## config.mk

```make
export PLATFORM = sky130hd
export DESIGN_NAME = joystick_input
export DESIGN_NICKNAME = d
export VERILOG_FILES = /design/src/rtl/joystick_input.sv
export SDC_FILE = /design/constraint.sdc
export NUM_CORES = 1
export LEC_CHECK = 0
export ABC_CLOCK_PERIOD_IN_PS = 1980
export CAP_MARGIN = 30
export CORE_UTILIZATION = 45
export CTS_CLUSTER_DIAMETER = 60
export DETAILED_ROUTE_END_ITERATION = 10
export HOLD_SLACK_MARGIN = 0.03
export PLACE_DENSITY = 0.63
export SYNTH_ARGS = -nofsm -noshare
export SYNTH_HDL_FRONTEND = slang
export SYNTH_SLANG_ARGS = --single-unit
```

## constraint.sdc

```tcl
create_clock -name clk -period 1.98 [get_ports clk]
set_input_delay 0.594 -clock clk [delete_from_list [all_inputs] [get_ports clk]]
set_output_delay 0.594 -clock clk [all_outputs]
set_load 0.01 [all_outputs]
```

## src/rtl/joystick_input.sv

```systemverilog
// Debounced, synchronised joystick/button inputs exposed as three bus registers
// (stable state, sticky W1C press events, irq enable) plus a level interrupt.
module joystick_input #(
    parameter int DEBOUNCE_CYCLES = 270000
) (
    input  logic       clk,
    input  logic       reset,
    input  logic       joystick_0,
    input  logic       joystick_1,
    input  logic       joystick_2,
    input  logic       joystick_3,
    input  logic       joystick_4,
    input  logic       button_select,
    input  logic       button_0,
    input  logic [1:0] address,
    input  logic [7:0] data_in,
    output logic [7:0] data_out,
    input  logic       enable,
    input  logic       write_enable,
    output logic       irq
);

    localparam int CW = $clog2(DEBOUNCE_CYCLES);
    localparam logic [CW-1:0] CNT_MAX = CW'(DEBOUNCE_CYCLES - 1);

    logic [6:0]         pins_n;
    logic [6:0]         meta_q, sync_q;
    logic [6:0]         stable_q, stable_d;
    logic [6:0]         pressed_q, pressed_d;
    logic [6:0]         irq_en_q, irq_en_d;
    logic [6:0][CW-1:0] cnt_q, cnt_d;
    logic [6:0]         sync_pressed, rise;
    logic [7:0]         rdata;
    logic               wr, rd;
    logic               unused_data7;

    assign pins_n = {button_0, button_select, joystick_4, joystick_3,
                     joystick_2, joystick_1, joystick_0};
    assign sync_pressed = ~sync_q;
    assign wr = enable & write_enable;
    assign rd = enable & ~write_enable;
    assign unused_data7 = data_in[7];

    // Per-input debounce: any cycle where sync matches stable restarts the count.
    always_comb begin
        stable_d = stable_q;
        cnt_d    = cnt_q;
        for (int i = 0; i < 7; i++) begin
            if (sync_pressed[i] == stable_q[i]) begin
                cnt_d[i] = '0;
            end else if (cnt_q[i] == CNT_MAX) begin
                stable_d[i] = sync_pressed[i];
                cnt_d[i]    = '0;
            end else begin
                cnt_d[i] = cnt_q[i] + 1'b1;
            end
        end
    end

    assign rise = stable_d & ~stable_q;

    // A new press in the same cycle as a W1C of that bit leaves it set.
    always_comb begin
        pressed_d = pressed_q;
        irq_en_d  = irq_en_q;
        if (wr && address == 2'd1) pressed_d = pressed_q & ~data_in[6:0];
        if (wr && address == 2'd2) irq_en_d = data_in[6:0];
        pressed_d = pressed_d | rise;
    end

    always_comb begin
        case (address)
            2'd0:    rdata = {1'b0, stable_q};
            2'd1:    rdata = {1'b0, pressed_q};
            2'd2:    rdata = {1'b0, irq_en_q};
            default: rdata = 8'h00;
        endcase
    end

    always_ff @(posedge clk) begin
        if (reset) begin
            meta_q    <= '1;
            sync_q    <= '1;
            stable_q  <= '0;
            cnt_q     <= '0;
            pressed_q <= '0;
            irq_en_q  <= '0;
            data_out  <= 8'h00;
            irq       <= 1'b0;
        end else begin
            meta_q    <= pins_n;
            sync_q    <= meta_q;
            stable_q  <= stable_d;
            cnt_q     <= cnt_d;
            pressed_q <= pressed_d;
            irq_en_q  <= irq_en_d;
            if (rd) data_out <= rdata;
            irq       <= |(pressed_q & irq_en_q);
        end
    end

endmodule

```

; Yosys cells after proc, flatten, opt, wreduce, memory -nomap -nowiden
; Cells that the tools add are included.
[word_totals]
reg_bits = 177
output_inout_bits = 9
elab_cells = 74
[op_classes]
n_reduce_logical = 11
n_eq_ne = 16
addsub = 7
bitwise_logic = 10
muxes = 16
[ops]
columns = cell, n
row1 = $add 19x1->19 const B, 7
row2 = $eq 19x19->1 const B, 7
row3 = $and 7x7->7, 3
row4 = $not 7->7, 3
row5 = $pmux 7 s3, 1
row6 = $reduce_or 3->1, 7
row7 = $mux 1, 14
row8 = $eq 1x1->1, 7
row9 = $mux 7, 1
row10 = $or 7x7->7, 1
row11 = $reduce_or 7->1, 1
row12 = $and 1x1->1, 2
row13 = $eq 2x1->1 const B, 1
row14 = $eq 2x2->1 const B, 1
row15 = $logic_and 1x1->1, 2
row16 = $logic_not 2->1, 1
row17 = $not 1->1, 1

; Logic depth before layout (Yosys ltp)
; Gate-level depths: netlist (run 1).
[logic_depth]
ltp_word = 5
depth_mapped = 8

; Worst setup path after synthesis (run 1)
; No wires, ideal clock.
[synth_timing]
kind = flip-flop to flip-flop
startpoint = register cnt_q[65] (netlist bit)
endpoint = register cnt_q[69] (netlist bit)
setup_ns = 0.115
t_arrival_ns = 1.814
path_slack_ns = 0.051
path_stages_with_launch = 6
synth_period_minus_slack_ns = 1.929
path_cell_list = dfxtp_1 -> or4b_1 -> or4_4 -> o21ai_4 -> buf_6 -> nor2_1
[synth_between]
elab_chain_cells = 2
[synth_rtl]
columns = item, line
row1 = start: declaration, 31  ; logic [6:0][CW-1:0] cnt_q, cnt_d;
row2 = start signal: assignment, 94  ; cnt_q <= cnt_d;
row3 = "parallel branches: the longest is 2 deep, another holds $add 19x1->19", n/a
; Parallel ways; which one is timed is not known.
; A chain may end at the register's enable or synchronous reset.

; Final worst setup path (run 1)
[layout_timing]
startpoint = register data_out[2]
endpoint = output data_out[2]
[layout_rtl]
columns = item, line
row1 = start: declaration, 17  ; output logic [7:0] data_out,
row2 = start signal: assignment, 97  ; if (rd) data_out <= rdata;
; No word-level cell between the ends.

==> results.cfg, run 1 <==
[power]
comb_power_share_pct = 2.5
p_clk_share_pct = 52.0
switching_share_pct = 19.3
internal_power_mw = 6.37
vdd_ir_drop_max_uv = 605
power_frac_seq_pct = 45.5
power_mw = 7.89
powerDensity_mw_per_mm2 = 848
switching_power_mw = 1.53
leakage_nw = 3.13

[cts]
clkTransAtPathRegs_ns = 0.06
cts_sinks = 176
cts_buffer_depth = 2
clock-root-buffer = clkbuf_16
cts_inserted_buffers = 17
clock_latency_ns = 0.43
cts_setup_buffers = 0
htree_levels = 4
cts_tree = done

[synthesis]
synth_flop_cell = dfxtp_1
syn_area_sq_mm = 0.00775
synth_xor_area_share_pct = 12.0
yosys_warnings = 0
syn-mean-instance-area_sq_um = 8.85
ys_seq_elements = 176
yosys.area_share.simple_pct = 29.3
async_flop_share_pct = 0
ys_seq_area_share_pct = 45.5
synthAdderAreaFrac_pct = 1.13
synthCells = 876
muxShareOfSynthArea_pct = 2.20
synth_top_family_by_area = simple AND/OR/NAND/NOR gates
syn_nets = 904
synth-edff-count = 0
synth-compound-area-share_pct = 6.33
synthDistinctLibCells = 54

[cells_and_area]
drive_gt1_share_pct = 13.1
area_growth_pct = 20.2
postLayoutCellArea_sq_mm = 0.00931
diodes = 0
fillers = 1602
instances_no_fill = 1179
finalNetCount = 974

[die]
die_area_sq_mm = 0.0177
dieHeight_microns = 133
rows = 47
io_pins = 30
floorplan.initialDensity_pct = 46.4
dieWidth_microns = 133
core_area_sq_mm = 0.0167

[place]
place_area_sq_mm = 0.00857
hpwlAfterDp_microns = 10900
dp_cells = 1147
port_buffers = 27
gp_congestion = 0.795

[sta]
final-setup-viol-count = 0
final_hold_viol_count = 0
drv_slew = 0
period_share_pct = 98.1
finalClockSkew_ns = 0.00638
timing.fmax_mhz = 515
rsz0062_at_grt = false
fin_crit_ns = 1.94
tns_ns = 0

[detailed_routing]
wl_per_cell_microns = 13.2
drt_iter0_drc = 343
drc = 0
viasPerCell = 5.21
vias = 6145
drtPass1Iterations = 5
routed_wirelength_microns = 15600
ant_nets = 0

[critical_path]
crit_fanout = 2
cp_slowest_cell = clkdlybuf4s50_1
crit_chain = clkdlybuf4s50_1
crit_family = buffers and inverters
crit_path_start_kind = register
worstPathArrival_ns = 1.35
path_class = reg -> out
cp-end-kind = output pin
worstPathRequired_ns = 1.39
slowest_delay_ns = 0.56
cp_num_buf_inv = 1

[global_route]
grt_use_total_pct = 18.6
grt_pass1_vias = 5595
grt-ovfl-total = 0
grt_max_degree = 20
grt_pass1_wl_microns = 26700
antenna_found_initial = 1

[min_path]
min_path_type = reg -> reg

[job]
max-cap-violations = 0

[status]
status = finished clean
## synth_stat cells, drive strengths merged, types with 5 or more instances
library cell	number	area, sq um
a211oi	8	60.1
a21oi	28	140
a22oi	5	37.5
and2	6	37.5
and3	16	100
and4	16	140
buf	9	81.3
clkbuf	25	104
dfxtp	176	3520
ha	7	87.6
inv	22	82.6
mux2i	17	170
nand2	37	139
nand3	42	210
nand4	43	269
nor2	169	634
nor3	28	140
nor4	34	240
o21ai	10	61.3
or2	17	106
or3	9	56.3
or4b	7	70.1
xnor2	63	552
xor2	43	377
## state kept, by name, indices dropped and copies added, names as in the netlist
| signal | flops |
|---|---|
| irq | 1 |
| pressed_q | 7 |
| data_out | 7 |
| stable_q | 7 |
| irq_en_q | 7 |
| cnt_q | 133 |
| meta_q | 7 |
| sync_q | 7 |
## worst register-to-register path: cells and delay by family (launching register included)
family | cells | cell delay [ns]
compound gates | 2 | 0.26
flops | 1 | 0.35
simple gates | 2 | 1.02
buf+inv | 1 | 0.15
## kinds of logic (layout without fill, tap and decap cells)
group / count (synthesis) / in the layout
and+or+nand+nor: 438 / 438
muxes: 17 / 17
AOI/OAI and AO/OA: 74 / 74
buffers and inverters: 57 / 140
adders and majority gates: 7 / 7
other: 1 / 1
xor gates and xnor gates: 106 / 106
DFF: 176 / 176
## power by group through the flow
stage	Combinational, mW	Sequential [mW]	Clock (mW)
after global placement	0.199	3.67	0
after global routing	0.217	3.59	4.33
after floorplan	0.0987	3.67	0
final	0.196	3.59	4.11
after detailed placement	0.200	3.67	0
after CTS	0.199	3.59	4.20
## routing by layer
metal / global-route usage, % / up-vias / wire [microns]
met5: 0 / - / 12
met4: 6.12 / 2 / 202
met3: 4.87 / 19 / 471
met2: 28.5 / 77 / 7010
met1: 25.4 / 2824 / 7860
li1: - / 3223 / -
## path summary, 6_finish.rpt
check / end / slack, ns / startpoint / depth (start not counted)
worst max-delay path: data_out[2] / 0.04 / data_out[2]$_SDFFE_PP0P_ / 1
worst min-delay path: sync_q[4]$_SDFF_PP1_ / 0.41 / meta_q[4]$_SDFF_PP1_ / 1
worst max register to register: cnt_q[93]$_SDFF_PP0_ / 0.09 / cnt_q[82]$_SDFF_PP0_ / 5
worst min register to register: sync_q[4]$_SDFF_PP1_ / 0.41 / meta_q[4]$_SDFF_PP1_ / 1
## repair_timing
item | in CTS | in global routing
gates cloned | 0 | 0
resized for setup | 1 | 4
pin swaps | 0 | 0
hold buffers | 0 | 0
setup endpoints to repair | 1 | 35
## area by class of cell
class                      count  area, sq um  share of cell area (%)
timing repair buffer          86          749                    8.05
clock inverter                13          279                    3.00
multi-input combinational    643         3950                    42.4
clock buffer                  19          453                    4.86
tap                          220          275                    2.96
inverter                      22         82.6                   0.887
sequential                   176         3520                    37.8
## cell usage in the layout (no fill, tap or decap), types with 3 or more instances in the layout
cell and instances:
a211oi_1 8, a21oi_1 28, a22oi_1 5, a31o_2 3, a31oi_1 4, a32oi_1 4, and2_1 6, and3_1 16
and4_1 16, buf_12 3, buf_4 56, bufinv_16 8, clkbuf_16 17, clkdlybuf4s50_1 23, dfxtp_1 176, ha_1 7
inv_1 22, mux2i_1 17, nand2_1 37, nand3_1 42, nand4_1 43, nor2_1 169, nor3_1 28, nor4_1 31
o21ai_0 9, or2_2 17, or3_1 9, or3b_2 3, or4b_1 4, or4b_2 3, xnor2_1 63, xor2_1 43
## per-stage QoR
step                      worst slack, ns  util [%]  hold slack [ns]
final                              0.0379      55.8            0.409
after global routing              0.00323      55.8            0.425
after CTS                         0.00972      55.7            0.410
after detailed placement           0.0392      51.3            0.395
after global placement             0.0696      51.3            0.394
after floorplan                    0.0509         -            0.389
(Power assumes the default switching activity.)
==> run 2, diff against run 1 <==
- HOLD_SLACK_MARGIN: 0.03 -> not set
- SKIP_LAST_GASP: not set -> 1
==> results of run 2 <==
Same layout as run 1: the final DEF is identical, and so are final timing and power.
==> run 3, diff against run 2 <==
- ABC_CLOCK_PERIOD_IN_PS: 1980 -> not set
- CORE_ASPECT_RATIO: not set -> 0.7
==> run 3 against run 2 <==
  * Final cell count grew 0.51%
  * Fmax grew 1.3%
  * Final area shrank 1.8%
  * Die area is essentially flat
  * Worst hold slack gained 0.0010 ns
  * First-iteration DRC count shrank 9.9%
  * Global-route usage grew 0.38 points
  * Register-to-register slack is essentially flat
  * Flip-flop and latch count is the same
  * Clock power shrank 25%
  * Clock-buffer cell count is the same
  * Highest routed layer is now met4
==> results.cfg, run 3 (synthesized netlist as in run 1, its figures left out) <==
[status]
status = finished clean

[place]
port_buffers = 27
gp_congestion = 0.817
dp_cells = 1153
hpwlAfterDp_microns = 11300

[power]
p_clk_share_pct = 44.9
internal_power_mw = 5.34
switching_power_mw = 1.53
powerDensity_mw_per_mm2 = 751
power_frac_seq_pct = 52.2
leakage_nw = 3.05
vdd_ir_drop_max_uv = 393
switching_share_pct = 22.2
comb_power_share_pct = 2.9

[global_route]
grt_use_total_pct = 19.0
grt_max_degree = 20
grt_pass1_vias = 5688
antenna_found_initial = 0
grt_pass1_wl_microns = 27500
grt-ovfl-total = 0

[sta]
tns_ns = 0
worst_pin_slew_ns = 0.595
final-setup-viol-count = 0
timing.fmax_mhz = 521
finalClockSkew_ns = 0.00745
slew_headroom_pct = 60.3
fin_crit_ns = 1.92
drv_slew = 0
period_share_pct = 96.9
final_hold_viol_count = 0
rsz0062_at_grt = true

[critical_path]
worst_r2r_path_depth = 5
crit_chain = clkdlybuf4s50_1
crit_path_start_kind = register
worstPathRequired_ns = 1.39
cp_slowest_cell = clkdlybuf4s50_1
slowest_delay_ns = 0.55
cp_num_buf_inv = 1
path_class = reg -> out
worstPathArrival_ns = 1.32
r2r_end = cnt_q[60]$_SDFF_PP0_
r2r_slack_ns = 0.08
crit_family = buffers and inverters
cp-end-kind = output pin
crit_fanout = 2
reg2reg_from = cnt_q[65]$_SDFF_PP0_

[detailed_routing]
vias = 6130
drt_iter0_drc = 309
ant_nets = 0
drc = 0
routed_wirelength_microns = 15800
drtPass1Iterations = 4
viasPerCell = 5.17
wl_per_cell_microns = 13.3

[cells_and_area]
final_common_cell = dfxtp_1
largest_register_ffs = 133
finalNetCount = 975
instances_no_fill = 1185
diodes = 0
drive_gt1_share_pct = 13.1
fillers = 1569
area_growth_pct = 18.1
final_cell_mix = dfxtp_1, nor2_1, xnor2_1, buf_4
regMostFlops = cnt_q

[cts]
clock_latency_ns = 0.42
clock-root-buffer = clkbuf_16
clkTransAtPathRegs_ns = 0.06
htree_levels = 4
cts_sinks = 176
cts_tree = done
cts_inserted_buffers = 17
cts_buffer_depth = 2

[die]
die_area_sq_mm = 0.0178
dieHeight_microns = 112
core_area_sq_mm = 0.0166
rows = 39
floorplan.initialDensity_pct = 46.7
io_pins = 30
dieWidth_microns = 159

[min_path]
whs_endpoint = sync_q[2]$_SDFF_PP1_
min_path_type = reg -> reg
hold_depth = 1
worstHoldStart = meta_q[2]$_SDFF_PP1_

[job]
max-cap-violations = 0
[run 3: changes by cell type in the layout (fill, tap and decap cells not counted), sizes merged]
| cell | delta |
|---|---|
| clkinv | +4 |
| dlygate4sd2 | -1 |
| dlymetal6s2s | +1 |
| clkinvlp | +4 |
| buf | +1 |
| bufinv | -8 |
[run 3: what timing repair did]
action                                  in CTS  in global routing
hold buffers                                 0                  0
gates resized for setup                      0                  5
setup buffers                                0                  0
endpoints found under the setup margin       0                 21
[run 3: final cells by class]
type	count	area, sq um	share of cell area [%]
Clock buffer	19	453	4.95
Timing Repair Buffer	87	761	8.32
Tap cell	225	282	3.08
Inverter	22	82.6	0.903
Sequential cell	176	3520	38.5
Clock inverter	13	88.8	0.971
Multi-Input combinational cell	643	3960	43.3
[run 3: power groups by stage]
stage | Combinational, mW | Sequential (mW) | Clock [mW]
final | 0.199 | 3.59 | 3.08
after global routing | 0.218 | 3.59 | 3.34
after CTS | 0.202 | 3.59 | 3.17
after detailed placement | 0.202 | 3.67 | 0
after global placement | 0.200 | 3.67 | 0
after floorplan | 0.0987 | 3.67 | 0
[run 3: stage by stage]
step	area (sq um)	utilization [%]	power [mW]	hold slack, ns	worst slack, ns
6_report	9150	55.1	6.87	0.410	0.0620
5_1_grt	9150	55.1	7.14	0.420	-0.00639
4_1_cts	9130	55.0	6.96	0.412	0.0184
3_5_place_dp	8590	51.8	3.87	0.393	0.0323
3_3_place_gp	8590	51.8	3.87	0.392	0.0343
2_1_floorplan	7750	-	3.76	0.389	0.0509
[run 3: how the worst max path moves through the flow]
stage,startpoint,to,slack (ns),depth (start not counted)
final,data_out[6]$_SDFFE_PP0P_,data_out[6],0.06,1
after global routing,cnt_q[65]$_SDFF_PP0_,cnt_q[60]$_SDFF_PP0_,-0.006,5
after CTS,data_out[2]$_SDFFE_PP0P_,data_out[2],0.02,1
after detailed placement,address[1],data_out[0]$_SDFFE_PP0P_,0.03,6
after global placement,address[1],data_out[3]$_SDFFE_PP0P_,0.03,6
after floorplan,cnt_q[65]$_SDFF_PP0_,cnt_q[69]$_SDFF_PP0_,0.05,5
[run 3: per-layer routing]
layer  GRT usage [%]  vias up  wire length (microns)
met3            3.84       15                    381
met5               0        -                      0
li1                -     3226                      -
met4            7.31        0                    238
met2            27.4       66                   6510
met1            27.6     2823                   8630
